===== config.mk =====
export PLATFORM = sky130hd
export DESIGN_NAME = fft_bitrev_pair_buffer
export DESIGN_NICKNAME = d
export VERILOG_FILES = /design/src/rtl/fft_pkg.sv /design/src/rtl/fft_frame_ram.sv /design/src/rtl/fft_bitrev_pair_buffer.sv
export SDC_FILE = /design/constraint.sdc
export NUM_CORES = 1
export LEC_CHECK = 0
export ABC_CLOCK_PERIOD_IN_PS = 1900
export CORE_MARGIN = 2
export CORE_UTILIZATION = 54
export CTS_BUF_LIST = sky130_fd_sc_hd__clkbuf_4 sky130_fd_sc_hd__clkbuf_8
export CTS_CLUSTER_SIZE = 10
export DETAILED_ROUTE_END_ITERATION = 8
export GPL_ROUTABILITY_DRIVEN = 0
export GPL_TIMING_DRIVEN = 0
export PLACE_DENSITY_LB_ADDON = 0.3
export SYNTH_ARGS = -nofsm -noshare
export SYNTH_HDL_FRONTEND = slang
export SYNTH_SLANG_ARGS = --single-unit

===== constraint.sdc =====
create_clock -name clk -period 1.9 [get_ports clk]
set_clock_uncertainty 0.1 [all_clocks]
set_input_delay 0.38 -clock clk [delete_from_list [all_inputs] [get_ports clk]]
set_output_delay 0.38 -clock clk [all_outputs]
set_load 0.01 [all_outputs]

===== src/rtl/fft_pkg.sv =====
// Shared FFT definitions: complex FP4 sample layout, buffer states and the
// bit-reversal helper used by stage address generators.
package fft_pkg;

  localparam int FP4_W        = 4;
  localparam int CPLX_W       = 8;
  localparam int N_POINTS_DEF = 8;

  localparam int RE_MSB      = 7;
  localparam int RE_LSB      = 4;
  localparam int IM_MSB      = 3;
  localparam int IM_LSB      = 0;
  localparam int FP4_SIGN    = 3;
  localparam int FP4_EXP_MSB = 2;
  localparam int FP4_EXP_LSB = 1;
  localparam int FP4_MANT    = 0;

  localparam int IDX_MAX_W = 8;

  typedef enum logic {
    ST_FILL  = 1'b0,
    ST_DRAIN = 1'b1
  } buf_state_e;

  // Reverses the low 'width' bits of idx; bits at or above 'width' must be zero.
  function automatic logic [IDX_MAX_W-1:0] bitrev(input logic [IDX_MAX_W-1:0] idx,
                                                  input int unsigned width);
    logic [IDX_MAX_W-1:0] rev;
    for (int i = 0; i < IDX_MAX_W; i++) begin
      rev[i] = idx[IDX_MAX_W-1-i];
    end
    return rev >> (IDX_MAX_W - width);
  endfunction

endpackage


===== src/rtl/fft_frame_ram.sv =====
// Frame storage: one synchronous write port and two asynchronous read ports,
// kept separate so it can map onto distributed RAM.
module fft_frame_ram #(
  parameter int DEPTH = 8,
  parameter int AW    = 3,
  parameter int DW    = 8
) (
  input  logic          clk,
  input  logic          i_we,
  input  logic [AW-1:0] i_waddr,
  input  logic [DW-1:0] i_wdata,
  input  logic [AW-1:0] i_raddr_a,
  output logic [DW-1:0] o_rdata_a,
  input  logic [AW-1:0] i_raddr_b,
  output logic [DW-1:0] o_rdata_b
);

  logic [DW-1:0] r_mem [DEPTH];

  // Contents are never reset; a frame is always fully rewritten before use.
  always_ff @(posedge clk) begin
    if (i_we) begin
      r_mem[i_waddr] <= i_wdata;
    end
  end

  assign o_rdata_a = r_mem[i_raddr_a];
  assign o_rdata_b = r_mem[i_raddr_b];

endmodule


===== src/rtl/fft_bitrev_pair_buffer.sv =====
// Captures a frame of complex FP4 samples in natural order and replays it as
// bit-reversed (a, b) pairs for the stage-0 butterfly.
module fft_bitrev_pair_buffer
  import fft_pkg::*;
#(
  parameter int N_POINTS = N_POINTS_DEF,
  parameter int DATA_W   = CPLX_W
) (
  input  logic                           clk,
  input  logic                           rst_n,
  input  logic                           in_valid,
  output logic                           in_ready,
  input  logic [DATA_W-1:0]              in_data,
  output logic                           out_valid,
  input  logic                           out_ready,
  output logic [DATA_W-1:0]              out_a,
  output logic [DATA_W-1:0]              out_b,
  output logic [$clog2(N_POINTS)-2:0]    out_pair_idx,
  output logic                           out_last
);

  localparam int LOG2N  = $clog2(N_POINTS);
  localparam int PAIR_W = LOG2N - 1;
  localparam logic [LOG2N-1:0]  LAST_SAMPLE = LOG2N'(N_POINTS - 1);
  localparam logic [PAIR_W-1:0] LAST_PAIR   = PAIR_W'(N_POINTS / 2 - 1);

  buf_state_e         r_state;
  logic [LOG2N-1:0]   r_wr_cnt;
  logic [PAIR_W-1:0]  r_rd_cnt;

  logic                 w_wr_en;
  logic                 w_last_accept;
  logic [PAIR_W-1:0]    w_next_rd;
  logic [IDX_MAX_W-1:0] w_idx_a;
  logic [IDX_MAX_W-1:0] w_idx_b;
  logic [IDX_MAX_W-1:0] w_rev_a;
  logic [IDX_MAX_W-1:0] w_rev_b;
  logic [LOG2N-1:0]     w_addr_a;
  logic [LOG2N-1:0]     w_addr_b;
  logic [DATA_W-1:0]    w_ram_a;
  logic [DATA_W-1:0]    w_ram_b;
  logic [DATA_W-1:0]    w_data_a;
  logic [DATA_W-1:0]    w_data_b;

  assign w_wr_en       = (r_state == ST_FILL) && in_valid;
  assign w_last_accept = w_wr_en && (r_wr_cnt == LAST_SAMPLE);

  // Outputs are registered, so the RAM is addressed with the pair that will be
  // shown after this edge: pair 0 while filling, rd_cnt+1 while draining.
  assign w_next_rd = (r_state == ST_DRAIN) ? (r_rd_cnt + PAIR_W'(1)) : '0;
  assign w_idx_a   = IDX_MAX_W'({w_next_rd, 1'b0});
  assign w_idx_b   = IDX_MAX_W'({w_next_rd, 1'b1});
  assign w_rev_a   = bitrev(w_idx_a, LOG2N);
  assign w_rev_b   = bitrev(w_idx_b, LOG2N);
  assign w_addr_a  = w_rev_a[LOG2N-1:0];
  assign w_addr_b  = w_rev_b[LOG2N-1:0];

  // Forward the sample being written this cycle in case pair 0 needs it.
  assign w_data_a = (w_wr_en && (w_addr_a == r_wr_cnt)) ? in_data : w_ram_a;
  assign w_data_b = (w_wr_en && (w_addr_b == r_wr_cnt)) ? in_data : w_ram_b;

  fft_frame_ram #(
    .DEPTH (N_POINTS),
    .AW    (LOG2N),
    .DW    (DATA_W)
  ) u_ram (
    .clk       (clk),
    .i_we      (w_wr_en),
    .i_waddr   (r_wr_cnt),
    .i_wdata   (in_data),
    .i_raddr_a (w_addr_a),
    .o_rdata_a (w_ram_a),
    .i_raddr_b (w_addr_b),
    .o_rdata_b (w_ram_b)
  );

  // Fill/drain FSM with registered handshake and pair outputs.
  always_ff @(posedge clk or negedge rst_n) begin
    if (!rst_n) begin
      r_state      <= ST_FILL;
      r_wr_cnt     <= '0;
      r_rd_cnt     <= '0;
      in_ready     <= 1'b1;
      out_valid    <= 1'b0;
      out_a        <= '0;
      out_b        <= '0;
      out_pair_idx <= '0;
      out_last     <= 1'b0;
    end else begin
      case (r_state)
        ST_FILL: begin
          if (w_last_accept) begin
            r_state      <= ST_DRAIN;
            r_wr_cnt     <= '0;
            r_rd_cnt     <= w_next_rd;
            in_ready     <= 1'b0;
            out_valid    <= 1'b1;
            out_a        <= w_data_a;
            out_b        <= w_data_b;
            out_pair_idx <= w_next_rd;
            out_last     <= (w_next_rd == LAST_PAIR);
          end else if (w_wr_en) begin
            r_wr_cnt <= r_wr_cnt + LOG2N'(1);
          end
        end
        ST_DRAIN: begin
          if (out_ready) begin
            if (r_rd_cnt == LAST_PAIR) begin
              r_state      <= ST_FILL;
              r_rd_cnt     <= '0;
              in_ready     <= 1'b1;
              out_valid    <= 1'b0;
              out_a        <= '0;
              out_b        <= '0;
              out_pair_idx <= '0;
              out_last     <= 1'b0;
            end else begin
              r_rd_cnt     <= w_next_rd;
              out_a        <= w_data_a;
              out_b        <= w_data_b;
              out_pair_idx <= w_next_rd;
              out_last     <= (w_next_rd == LAST_PAIR);
            end
          end
        end
        default: begin
          r_state      <= ST_FILL;
          r_wr_cnt     <= '0;
          r_rd_cnt     <= '0;
          in_ready     <= 1'b1;
          out_valid    <= 1'b0;
          out_a        <= '0;
          out_b        <= '0;
          out_pair_idx <= '0;
          out_last     <= 1'b0;
        end
      endcase
    end
  end

endmodule


==> impl_metrics.yaml <==
floorplanning:
  io_pins: 33
  die_h_um: 89.1
  start_util: 0.548
  core-area_um2: 7140
  core.rowCount: 31
  die-area_um2: 7950
  die_w_um: 89.1
routing:
  route.met3.wl_um: 802
  vias: 3062
  first_pass_iters: 5
  routedWlPerCell_um: 23.3
  drc_errors: 0
  wl_met2_mm: 5.79
  antenna_left: 0
  top_layer: "met4"
  wl_met1_mm: 4.36
  drt_first_iter_violations: 397
  viasPerCell: 6.24
  wirelength_mm: 11.4
logic_synthesis:
  syn_inst: 315
  syn-num-nets: 330
  avgSynthCellArea_um2: 12.4
  yosys_warnings: 0
  ys_seq_area_frac: 0.651
  yosys_register_bits: 89
  synth_area_um2: 3910
  yosysUniqueCellTypes: 28
cells_and_area:
  layout_common_cells: "edfxtp_1, nor2b_1, clkdlybuf4s50_1"
  fillers: 447
  nNetsFinal: 402
  utilization: 0.743
  syn_to_final_growth_pct: 35.5
  final_layout_size_suffix_gt1_frac: 0.360
  stdcell_area_um2: 5310
  multi_input_area_um2: 1550
  final_common_cell: "edfxtp_1"
  antennaDiodeCount: 0
  regArea_um2: 2550
timing:
  fin_crit_sh: 1.06
  rsz0062_at_grt: "yes"
  setup_ws_ns: -0.118
  max_freq_ghz: 0.495
  maxSlewHeadroom: 0.153
  worst_slew_pin_slew_ns: 1.27
  min_period_ns: 2.02
  hold_viol: 0
  finalMaxSlewViolations: 0
  worst_hold_slack_ns: 0.380
  setup_viol: 33
cts:
  cts_max_level: 3
  cts.path.max_buffers: 2
  clk_pin_slew_ns: 0.10
  cts_tree: "done"
  cts-root-buf: "clkbuf_8"
  cts_buffers: 9
  insertion_delay_ns: 0.35
  cts_sinks: 89
setup_path:
  path_class: "flop to flop"
  cpPeakStageDelay_ns: 0.44
  critPathCaptureType: "flop"
  path_cells: "or3b_4, or3_4, buf_8, clkinvlp_4"
  start_kind: "flop"
  critical_path_peak_fanout: 8
  required_ns: 1.84
  worstPathArrival_ns: 1.96
  crit_buf_inv: 2
  critical_path.top_delay_family: "simple AND/OR/NAND/NOR gates"
  slowest_stage: "or3b_4"
power:
  ir_worst_vdd_v: 0.000578
  power.leakage_nw: 2.01
  power_w: 0.00864
  power_density_nw_per_um2: 1630
place:
  place_ws_ns: -0.839
  port_buffers: 32
  place_area_um2: 4370
  dp_hpwl_mm: 5.72
global_route:
  grt_pass1_vias: 2760
  gr-total-overflow: 0
  grtUsageTotal: 0.273
  grt_max_degree: 26
  grt_first_pass_wirelength_mm: 15.3
  antenna_found_initial: 0
status:
  violations: "negative setup slack"
  outcome: "finished with violations"
job:
  max_cap_viol_count: 0
hold_path:
  hold_class: "flop to flop"
timing repair:
action                                  CTS  global route
setup buffers                            14            11
pin swaps                                26            17
resized for setup                        68            72
cloned                                    3             3
endpoints found under the setup margin   84            67
endpoints found under the hold margin     0             0
hold buffers                              0             0
metrics by stage:
stage	setup TNS (ns)	instances
after floorplan	-0.0434	315
final	-2.37	491
after CTS	-2.26	479
after global placement	-51.67	446
after global routing	-3.85	491
after detailed placement	-53.53	446
power by group:
| part | switching, W | leakage (nW) | internal, W |
|---|---|---|---|
| Combinational | 0.00225 | 1.03 | 0.00237 |
| Clock | 0.000668 | 0.103 | 0.000617 |
| Sequential | 0.000230 | 0.881 | 0.00250 |
area by class of cell:
cell class | count | share of cell area
Sequential cell | 89 | 0.481
Multi-Input combinational cell | 203 | 0.291
Timing Repair Buffer | 62 | 0.123
Buffer | 19 | 0.0422
Clock buffer | 10 | 0.0248
Tap cell | 99 | 0.0233
Clock inverter | 6 | 0.0111
Inverter | 3 | 0.00354
cells in the mapped netlist:
master	number	share of area
edfxtp_1	64	0.49
nor2b_1	35	0.056
and3_1	31	0.050
nand2_1	25	0.024
dfrtp_1	24	0.15
nor2_1	23	0.022
a21oi_1	21	0.027
o21ai_0	19	0.024
mux2_2	18	0.052
o31ai_1	16	0.031
clkbuf_1	12	0.012
buf_2	5	0.0064
ha_1	3	0.0096
inv_1	3	0.0029
a21o_1	2	0.0038
buf_6	2	0.0058
and3_4	1	0.0029
and3b_1	1	0.0022
buf_1	1	0.00096
dfstp_2	1	0.0067
nand2b_1	1	0.0016
nand3b_1	1	0.0019
nor3_1	1	0.0013
nor3b_1	1	0.0019
o31ai_4	1	0.0054
or2_1	1	0.0016
or3_1	1	0.0016
or3b_1	1	0.0022
cells by family (layout without fill, tap and decap cells):
| family | Yosys count | after routing | synth area share |
|---|---|---|---|
| AND/OR/NAND/NOR | 123 | 123 | 0.169 |
| flip-flops | 89 | 89 | 0.651 |
| AO/OA/AOI/OAI | 59 | 59 | 0.0911 |
| buffers and inverters | 23 | 100 | 0.0275 |
| multiplexers | 18 | 18 | 0.0518 |
| adder cells (fa/ha/maj) | 3 | 3 | 0.00959 |
state kept, by name, indices dropped and copies added, names as in the netlist:
register and count:
out_last 1, r_rd_cnt 2, out_a 8, r_state 1, out_valid 1, out_b 8
u_ram.r_mem 64, r_wr_cnt 3, in_ready 1
worst paths after layout:
| path | slack, ns | startpoint | depth (start not counted) | end |
|---|---|---|---|---|
| setup reg to reg | -0.12 | r_state | 4 | u_ram.r_mem[0][6] |
| setup / recovery | -0.12 | r_state | 4 | u_ram.r_mem[0][6] |
| max in group asynchronous | 0.28 | rst_n | 1 | r_wr_cnt[1] |
| min in group asynchronous | 0.59 | rst_n | 1 | r_state |
| hold / removal | 0.38 | out_b[4] | 2 | out_b[4] |
| hold reg to reg | 0.38 | out_b[4] | 2 | out_b[4] |
worst min-delay path: cells and delay by family (launching register included):
family / cells / cell delay [ns]
flip-flops: 1 / 0.34
AND/OR/NAND/NOR: 1 / 0.05
AO/OA/AOI/OAI: 1 / 0.05
layer usage:
metal | track usage | vias to the layer above
met5 | 0 | -
met4 | 0.145 | 0
met3 | 0.0600 | 39
met2 | 0.428 | 194
met1 | 0.356 | 1540
li1 | - | 1289
Note: power is estimated with default switching activity, not from simulation.
